`src/rtl/mem_interface_if.sv`:
```
// RAM-side bus of mem_interface.
// Build option: none. This file only declares the bus signals.
//   mem_addr  : RAM word address (ADDR_W bits)
//   mem_wdata : RAM write data
//   mem_re    : RAM read strobe
//   mem_we    : RAM write strobe
//   mem_rdata : RAM read data, valid while mem_ready=1
//   mem_ready : RAM completion strobe
// The master modport is the controller side. The slave modport is the RAM side.
interface mem_interface_if #(
  parameter int unsigned ADDR_W = 9
);
  logic [ADDR_W-1:0] mem_addr;
  logic [31:0]       mem_wdata;
  logic              mem_re;
  logic              mem_we;
  logic [31:0]       mem_rdata;
  logic              mem_ready;

  modport master (
    output mem_addr, mem_wdata, mem_re, mem_we,
    input  mem_rdata, mem_ready
  );

  modport slave (
    input  mem_addr, mem_wdata, mem_re, mem_we,
    output mem_rdata, mem_ready
  );
endinterface

```
`src/rtl/mem_interface.sv`:
```
// mem_interface: connects the datapath MAR/MDR to a single-port RAM.
// The datapath issues one-cycle read/write requests. The block holds the RAM
// strobes until mem_ready. It then pulses done and has a one-entry pending
// buffer for a request that arrives while a transaction is in progress.
//
// Ports:
//   clk, clr              : clock and synchronous active-high reset
//   mar_data, mdr_wdata   : address (low ADDR_W bits used) and write data
//   read, write           : one-cycle requests. When both are set, write wins.
//   rd_data               : registered read result
//   done, err             : completion pulse. err marks an aborted transaction.
//   busy                  : transaction active or pending
//   overflow              : sticky. A request was dropped.
//   mem                   : RAM bus (mem_interface_if.master)
//
// Build option MEM_TIMEOUT_EN:
//   When defined, ACCESS aborts after TIMEOUT cycles without mem_ready.
//   When undefined, ACCESS waits indefinitely and err is tied to 0.
module mem_interface #(
  parameter int unsigned ADDR_W  = 9,
  parameter int unsigned TIMEOUT = 16
) (
  input  logic                 clk,
  input  logic                 clr,
  input  logic [31:0]          mar_data,
  input  logic [31:0]          mdr_wdata,
  input  logic                 read,
  input  logic                 write,
  output logic [31:0]          rd_data,
  output logic                 done,
  output logic                 err,
  output logic                 busy,
  output logic                 overflow,
  mem_interface_if.master      mem
);

  typedef enum logic [1:0] {IDLE, ACCESS, RESP} state_t;

  state_t            state_q, state_d;
  logic [31:0]       rd_data_q, rd_data_d;
  logic              done_q, done_d;
  logic              busy_q, busy_d;
  logic              overflow_q, overflow_d;
  logic              re_q, re_d;
  logic              we_q, we_d;
  logic [ADDR_W-1:0] addr_q, addr_d;
  logic [31:0]       wdata_q, wdata_d;
  logic              pnd_full_q, pnd_full_d;
  logic              pnd_we_q, pnd_we_d;
  logic [ADDR_W-1:0] pnd_addr_q, pnd_addr_d;
  logic [31:0]       pnd_wdata_q, pnd_wdata_d;
  logic              req;
  logic              unused_mar_hi;

`ifdef MEM_TIMEOUT_EN
  localparam int unsigned CNT_W = $clog2(TIMEOUT + 1);
  logic [CNT_W-1:0] cnt_q, cnt_d;
  logic             err_q, err_d;
`endif

  assign req           = read | write;
  assign unused_mar_hi = ^mar_data[31:ADDR_W];

  always_comb begin
    state_d     = state_q;
    rd_data_d   = rd_data_q;
    done_d      = 1'b0;
    overflow_d  = overflow_q;
    re_d        = re_q;
    we_d        = we_q;
    addr_d      = addr_q;
    wdata_d     = wdata_q;
    pnd_full_d  = pnd_full_q;
    pnd_we_d    = pnd_we_q;
    pnd_addr_d  = pnd_addr_q;
    pnd_wdata_d = pnd_wdata_q;
`ifdef MEM_TIMEOUT_EN
    cnt_d       = cnt_q;
    err_d       = 1'b0;
`endif
    unique case (state_q)
      IDLE: begin
        if (req) begin
          state_d = ACCESS;
          addr_d  = mar_data[ADDR_W-1:0];
          wdata_d = mdr_wdata;
          we_d    = write;
          re_d    = ~write;
`ifdef MEM_TIMEOUT_EN
          cnt_d   = '0;
`endif
        end
      end
      ACCESS: begin
        if (req) begin
          if (pnd_full_q) begin
            overflow_d = 1'b1;
          end else begin
            pnd_full_d  = 1'b1;
            pnd_we_d    = write;
            pnd_addr_d  = mar_data[ADDR_W-1:0];
            pnd_wdata_d = mdr_wdata;
          end
        end
        if (mem.mem_ready) begin
          re_d    = 1'b0;
          we_d    = 1'b0;
          done_d  = 1'b1;
          state_d = RESP;
          if (re_q) rd_data_d = mem.mem_rdata;
        end
`ifdef MEM_TIMEOUT_EN
        // The compare against TIMEOUT-1 makes the abort happen on the
        // TIMEOUT-th cycle without mem_ready.
        else if (cnt_q == CNT_W'(TIMEOUT - 1)) begin
          re_d    = 1'b0;
          we_d    = 1'b0;
          done_d  = 1'b1;
          err_d   = 1'b1;
          state_d = RESP;
        end else begin
          cnt_d = cnt_q + CNT_W'(1);
        end
`endif
      end
      RESP: begin
        // A buffered request issues first. A new request in this cycle then
        // finds the buffer full and is dropped. If the buffer is empty, a new
        // request issues directly, so no IDLE cycle is inserted.
        if (pnd_full_q) begin
          state_d    = ACCESS;
          addr_d     = pnd_addr_q;
          wdata_d    = pnd_wdata_q;
          we_d       = pnd_we_q;
          re_d       = ~pnd_we_q;
          pnd_full_d = 1'b0;
          if (req) overflow_d = 1'b1;
        end else if (req) begin
          state_d = ACCESS;
          addr_d  = mar_data[ADDR_W-1:0];
          wdata_d = mdr_wdata;
          we_d    = write;
          re_d    = ~write;
        end else begin
          state_d = IDLE;
        end
`ifdef MEM_TIMEOUT_EN
        cnt_d = '0;
`endif
      end
      default: state_d = IDLE;
    endcase
    busy_d = (state_d != IDLE) || pnd_full_d;
  end

  always_ff @(posedge clk) begin
    if (clr) begin
      state_q     <= IDLE;
      rd_data_q   <= '0;
      done_q      <= 1'b0;
      busy_q      <= 1'b0;
      overflow_q  <= 1'b0;
      re_q        <= 1'b0;
      we_q        <= 1'b0;
      addr_q      <= '0;
      wdata_q     <= '0;
      pnd_full_q  <= 1'b0;
      pnd_we_q    <= 1'b0;
      pnd_addr_q  <= '0;
      pnd_wdata_q <= '0;
`ifdef MEM_TIMEOUT_EN
      cnt_q       <= '0;
      err_q       <= 1'b0;
`endif
    end else begin
      state_q     <= state_d;
      rd_data_q   <= rd_data_d;
      done_q      <= done_d;
      busy_q      <= busy_d;
      overflow_q  <= overflow_d;
      re_q        <= re_d;
      we_q        <= we_d;
      addr_q      <= addr_d;
      wdata_q     <= wdata_d;
      pnd_full_q  <= pnd_full_d;
      pnd_we_q    <= pnd_we_d;
      pnd_addr_q  <= pnd_addr_d;
      pnd_wdata_q <= pnd_wdata_d;
`ifdef MEM_TIMEOUT_EN
      cnt_q       <= cnt_d;
      err_q       <= err_d;
`endif
    end
  end

  assign rd_data       = rd_data_q;
  assign done          = done_q;
  assign busy          = busy_q;
  assign overflow      = overflow_q;
  assign mem.mem_re    = re_q;
  assign mem.mem_we    = we_q;
  assign mem.mem_addr  = addr_q;
  assign mem.mem_wdata = wdata_q;
`ifdef MEM_TIMEOUT_EN
  assign err = err_q;
`else
  assign err = 1'b0;
`endif

endmodule

```
`src/flat_wrapper.sv`:
```
// flat-port wrapper written by rule: the top's interface ports become plain ports
module mem_interface_flat 
#(
  parameter int unsigned ADDR_W  = 9,
  parameter int unsigned TIMEOUT = 16
)
  (clk, clr, mar_data, mdr_wdata, read, write, rd_data, done, err, busy, overflow, mem_mem_addr, mem_mem_wdata, mem_mem_re, mem_mem_we, mem_mem_rdata, mem_mem_ready);
  mem_interface_if #(.ADDR_W(ADDR_W)) mem_i ();
  input  logic clk;
  input  logic clr;
  input  logic [31:0] mar_data;
  input  logic [31:0] mdr_wdata;
  input  logic read;
  input  logic write;
  output logic [31:0] rd_data;
  output logic done;
  output logic err;
  output logic busy;
  output logic overflow;
  output wire logic [$bits(mem_i.mem_addr)-1:0] mem_mem_addr;
  output wire logic [$bits(mem_i.mem_wdata)-1:0] mem_mem_wdata;
  output wire logic [$bits(mem_i.mem_re)-1:0] mem_mem_re;
  output wire logic [$bits(mem_i.mem_we)-1:0] mem_mem_we;
  input wire logic [$bits(mem_i.mem_rdata)-1:0] mem_mem_rdata;
  input wire logic [$bits(mem_i.mem_ready)-1:0] mem_mem_ready;
  assign mem_mem_addr = mem_i.mem_addr;
  assign mem_mem_wdata = mem_i.mem_wdata;
  assign mem_mem_re = mem_i.mem_re;
  assign mem_mem_we = mem_i.mem_we;
  assign mem_i.mem_rdata = mem_mem_rdata;
  assign mem_i.mem_ready = mem_mem_ready;
  mem_interface #(.ADDR_W(ADDR_W), .TIMEOUT(TIMEOUT)) u_core (.clk(clk), .clr(clr), .mar_data(mar_data), .mdr_wdata(mdr_wdata), .read(read), .write(write), .rd_data(rd_data), .done(done), .err(err), .busy(busy), .overflow(overflow), .mem(mem_i));
endmodule
```
`config.mk`:
```
export PLATFORM = sky130hd
export DESIGN_NAME = mem_interface_flat
export DESIGN_NICKNAME = d
export VERILOG_FILES = /design/src/rtl/mem_interface_if.sv /design/src/rtl/mem_interface.sv /design/src/flat_wrapper.sv
export SDC_FILE = /design/constraint.sdc
export NUM_CORES = 1
export LEC_CHECK = 0
export ABC_CLOCK_PERIOD_IN_PS = 2700
export BUFFER_PORTS_ARGS = -buffer_cell sky130_fd_sc_hd__buf_4
export CAP_MARGIN = 20
export CORE_UTILIZATION = 34
export DETAILED_ROUTE_END_ITERATION = 7
export PLACE_DENSITY = 0.69
export RECOVER_POWER = 50
export REMOVE_ABC_BUFFERS = 1
export SYNTH_ARGS = -nofsm -noshare
export SYNTH_HDL_FRONTEND = slang
export SYNTH_SLANG_ARGS = --single-unit
```
`constraint.sdc`:
```
create_clock -name clk -period 2.7 [get_ports clk]
set_clock_uncertainty 0.15 [all_clocks]
set_input_delay 0.27 -clock clk [delete_from_list [all_inputs] [get_ports clk]]
set_output_delay 0.27 -clock clk [all_outputs]
set_load 0.01 [all_outputs]
```
## After elaboration in Yosys (flattened, before gate mapping)

Index checks and enable logic that the tools add are counted.

- Bitwise gates (word level): 5
- Equal/unequal tests: 7
- Reduce and logical (&&, ||, !) cells: 11
- Mux-type cells: 26

Operators by type and width:

| kind | count |
|---|---|
| $mux 32 | 2 |
| $pmux 32 s2 | 1 |
| $mux 9 | 2 |
| $pmux 9 s2 | 1 |
| $mux 1 | 12 |
| $ne 2x1->1 const B | 4 |
| $mux 2 | 3 |
| $pmux 1 s3 | 2 |
| $pmux 2 s3 | 1 |
| $reduce_and 3->1 | 2 |
| $reduce_bool 2->1 | 3 |
| $reduce_and 5->1 | 1 |
| $not 1->1 | 4 |
| $pmux 1 s2 | 2 |
| $reduce_bool 3->1 | 1 |
| $eq 2x1->1 const B | 1 |
| $eq 2x2->1 const B | 1 |
| $logic_not 2->1 | 1 |
| $ne 2x2->1 const B | 1 |
| $reduce_and 2->1 | 1 |
| $reduce_or 2->1 | 1 |
| $logic_or 1x1->1 | 1 |
| $or 1x1->1 | 1 |

- Flip-flop bits (word level): 123
- Input bits: 101
- Word-level logic and storage cells: 62
- Output and inout port bits: 79

## Logic depth before layout (Yosys ltp)

- Word-level depth: 6
- Gate-level depth with buffers: 8
- Mapped depth without buffers: 5

## Worst setup path after synthesis

Ideal clock, no wire load.

- Path kind: register to register
- From: reg u_core.state_q[0]
- To: reg u_core.wdata_q[27], in the netlist u_core.mem.mem_wdata[27]
- Data required time: 2,455 ps
- Data arrival time: 1,481 ps
- Setup slack: 973 ps
- Stages on the path, launching flop included: 7
- Clock period less this slack: 1,727 ps
- Buffers on the path: 2
- Path through: dfxtp_1 -> inv_1 -> ha_1 -> or2_1 -> buf_2 -> buf_2 -> a221oi_1

- Word-level cells in the longest chain between the ends: 2

Ends and longest elaborated chain:

| item | RTL line | source |
|---|---|---|
| start: declaration | mem_interface.sv:39 | `state_t state_q, state_d;` |
| start signal: assignment | mem_interface.sv:176 | `state_q <= state_d;` |
| $eq 2x2->1 or $logic_not 2->1 (tied branches) | mem_interface.sv:81 | `unique case (state_q)` |
| $pmux 32 s2 or $reduce_bool 2->1 (tied branches) | n/a |  |
| end signal: assignment | mem_interface.sv:184 | `wdata_q <= wdata_d;` |
| end: declaration | mem_interface.sv:47 | `logic [31:0] wdata_q, wdata_d;` |

Parallel ways exist; a longest one is shown, timed or not.
A chain may end at the register's enable or synchronous reset.

## Final worst setup path

- From: reg u_core.state_q[0]
- To: reg u_core.wdata_q[20], in the netlist u_core.mem.mem_wdata[20]

Same word-level chain as after synthesis.

==> impl_metrics.py <==
metrics = {
    "floorplanning": {
        "die_x_um": 125.2,
        "die-area_um2": 15680,
        "initial_utilization_pct": 35.11,
        "die_h_um": 125.2,
        "io_pins": 180,
        "core_um2": 14700,
        "rows": 44,
    },
    "placed_design": {
        "portBuffers": 155,
        "dp_hpwl_um": 9128,
        "pre_cts_ws_ns": 0.5584,
        "dp_cells": 876,
        "globalplace.congestion": 0.7638,
        "dpl-instance-area_um2": 6450,
    },
    "detailed_routing": {
        "routedWlPerCell_um": 15.88,
        "vias_per_cell": 5.123,
        "postRouteAntennaNets": 0,
        "dr.pass1.iters": 6,
        "routed_wl_um": 15580,
        "vias": 5026,
        "drc_errors": 16,
        "drtIter0Drc": 439,
    },
    "sta": {
        "hold_viol": 0,
        "max_freq_ghz": 0.4604,
        "slew_headroom_pct": 32.72,
        "rsz0062_at_grt": "no",
        "drv_slew": 0,
        "holdWs_ns": 0.02975,
        "setup_slack_ns": 0.5281,
        "totalNegativeSetupSlack_ns": 0,
        "period_minus_slack_ns": 2.172,
        "setup_viol": 0,
        "tightest_slew_ns": 1.008,
        "post-route-period-util_pct": 80.44,
    },
    "yosys": {
        "yosysMostFrequentCell": "dfxtp_1",
        "ys_types": 34,
        "yosys-top-cells-area": "dfxtp_1 (48%), a221oi_2 (12%), a21oi_1 (7.4%), o22ai_1 (5.0%), nand2_1 (4.9%)",
        "synth_largest_area_cell": "dfxtp_1",
        "synth_seq_cells": 123,
        "seq_area_frac_synth_pct": 47.71,
        "avgSynthCellArea_um2": 8.899,
        "ys.flop_type": "dfxtp_1",
        "synth_top_area_share_pct": 47.71,
        "synth_enable_flop_cells": 0,
        "syn_inst": 580,
        "synth_warnings": 0,
        "ys_async_sr_fraction_pct": 0,
        "synth_common_cells": "dfxtp_1 (123), a21oi_1 (76), nand2_1 (68), inv_1 (46), nand3_1 (43)",
        "syn_area_um2": 5161,
    },
    "clock_network": {
        "postCtsSetupBuffers": 0,
        "cts.sink_count": 123,
        "cts_resized": 0,
        "cts.clk_slew.worst_paths_ns": 0.06,
        "root_buffer": "clkbuf_16",
        "clk_latency_ns": 0.41,
        "cts-buffers-inserted": 17,
        "holdBufCountCts": 73,
        "h-tree-depth": 4,
        "cts_buffer_depth": 2,
        "tritoncts": "built",
    },
    "layout": {
        "final_layout_size_suffix_gt1_share_pct": 20.95,
        "seq_area_um2": 2462,
        "synthToLayoutAreaGrowth_pct": 43.83,
        "fin_cells": 981,
        "nNetsFinal": 889,
        "utilization_pct": 50.50,
        "multi_input_area_um2": 2268,
        "fin_area_um2": 7423,
        "fillers": 1414,
        "antenna_cells": 0,
    },
    "grt": {
        "grt_usage_pct": 20.27,
        "gr-total-overflow": 0,
        "grt_max_degree": 64,
        "grt_pass1_vias": 5027,
        "grt_antenna_before_repair": 0,
        "grt_pass1_wl_um": 25240,
    },
    "power": {
        "pwr-share-comb_pct": 21.5,
        "swShare_pct": 29.21,
        "p_leak_nw": 2.759,
        "pwr-share-clk_pct": 39.0,
        "p_int_mw": 3.776,
        "p_sw_mw": 1.558,
        "power.density_nw_per_um2": 718.6,
        "seq_power_share_pct": 39.5,
        "peakVddDrop_mv": 0.4257,
        "fin_total_pwr_mw": 5.335,
    },
    "setup_path": {
        "critical_path.max_stage_delay_ns": 0.49,
        "cpLargestDelayFamily": "compound AO/OA/AOI/OAI gates",
        "critical_path.endpoint_type": "flip-flop",
        "cp_max_fo": 35,
        "worstPathRequired_ns": 2.86,
        "critPathKind": "flip-flop to flip-flop",
        "crit_slowest_cell": "o2bb2ai_4",
        "arrival_ns": 2.34,
        "crit_chain": "inv_1 -> ha_1 -> o2bb2ai_4 -> buf_4 -> o22ai_1 -> a221oi_2",
        "start_kind": "flip-flop",
        "crit_buf_inv": 2,
    },
    "outcome": {
        "outcome": "complete, but fails checks",
        "violations": "design-rule violations",
    },
    "min_path": {
        "hold_class": "primary input to flip-flop",
    },
    "run": {
        "drv_cap": 0,
    },
}
## area by class of cell
type,count,area share (%)
multi-input cells,352,30.56
flip-flops and latches,123,33.17
repair buffers,244,23.50
clock inverters,6,0.4888
clock buffers,26,6.860
inverters,46,2.326
well taps,184,3.101
## state kept, by name, indices dropped and copies added, names as in the netlist
signal and count:
u_core.busy 1, u_core.done 1, u_core.mem.mem_addr 9, u_core.mem.mem_re 1
u_core.mem.mem_wdata 32, u_core.mem.mem_we 1, u_core.overflow 1, u_core.pnd_addr_q 9
u_core.pnd_full_q 1, u_core.pnd_wdata_q 32, u_core.pnd_we_q 1, u_core.rd_data 32
u_core.state_q 2
## worst paths after layout
check	startpoint	to	slack (ns)	depth (start not counted)
worst max register to register	u_core.state_q[0]	u_core.mem.mem_wdata[20]	0.53	6
worst max-delay path	u_core.state_q[0]	u_core.mem.mem_wdata[20]	0.53	6
worst min-delay path	clr	u_core.mem.mem_wdata[18]	0.03	2
worst min register to register	u_core.rd_data[12]	u_core.rd_data[12]	0.30	2
## power groups by stage
stage	Clock (mW)	Sequential [mW]	Combinational (mW)
after CTS	2.13	2.11	1.25
after global placement	0	2.14	1.14
after global routing	2.23	2.13	1.25
after floorplan	0	2.19	0.553
final	2.08	2.11	1.15
after detailed placement	0	2.15	1.16
## layout by cell type, fill, tap and decap left out, types with 3 or more instances in the layout
| cell type | n |
|---|---|
| clkbuf_8 | 5 |
| buf_4 | 90 |
| nand2b_1 | 3 |
| nand2_1 | 67 |
| clkbuf_1 | 82 |
| ha_1 | 4 |
| nand3b_1 | 3 |
| clkinv_2 | 4 |
| nand3_1 | 43 |
| a221oi_2 | 40 |
| dfxtp_1 | 123 |
| o22ai_1 | 41 |
| a21oi_1 | 76 |
| a21o_1 | 3 |
| clkbuf_16 | 17 |
| o21ai_0 | 42 |
| dlygate4sd3_1 | 73 |
| inv_1 | 46 |
## kinds of logic after synthesis
family                   Yosys count  share of synthesized area, %
AO/OA/AOI/OAI                    217                         30.91
adder cells (fa/ha/maj)            4                        0.9697
other                              1                       0.07266
AND/OR/NAND/NOR                  130                         11.44
buffers and inverters            105                         8.897
flip-flops                       123                         47.71
## routing by layer
layer  part of all wire (%)  GRT usage, %  vias to the layer above  routed length [um]
li1                       -             -                     2481                   -
met1                     43         24.61                     2359                6741
met2                     49         34.57                      180                7680
met3                    7.0         6.247                        6                1083
met4                   0.47         5.595                        0                  74
met5                      0             0                        -                   0
(Power assumes the default switching activity.)
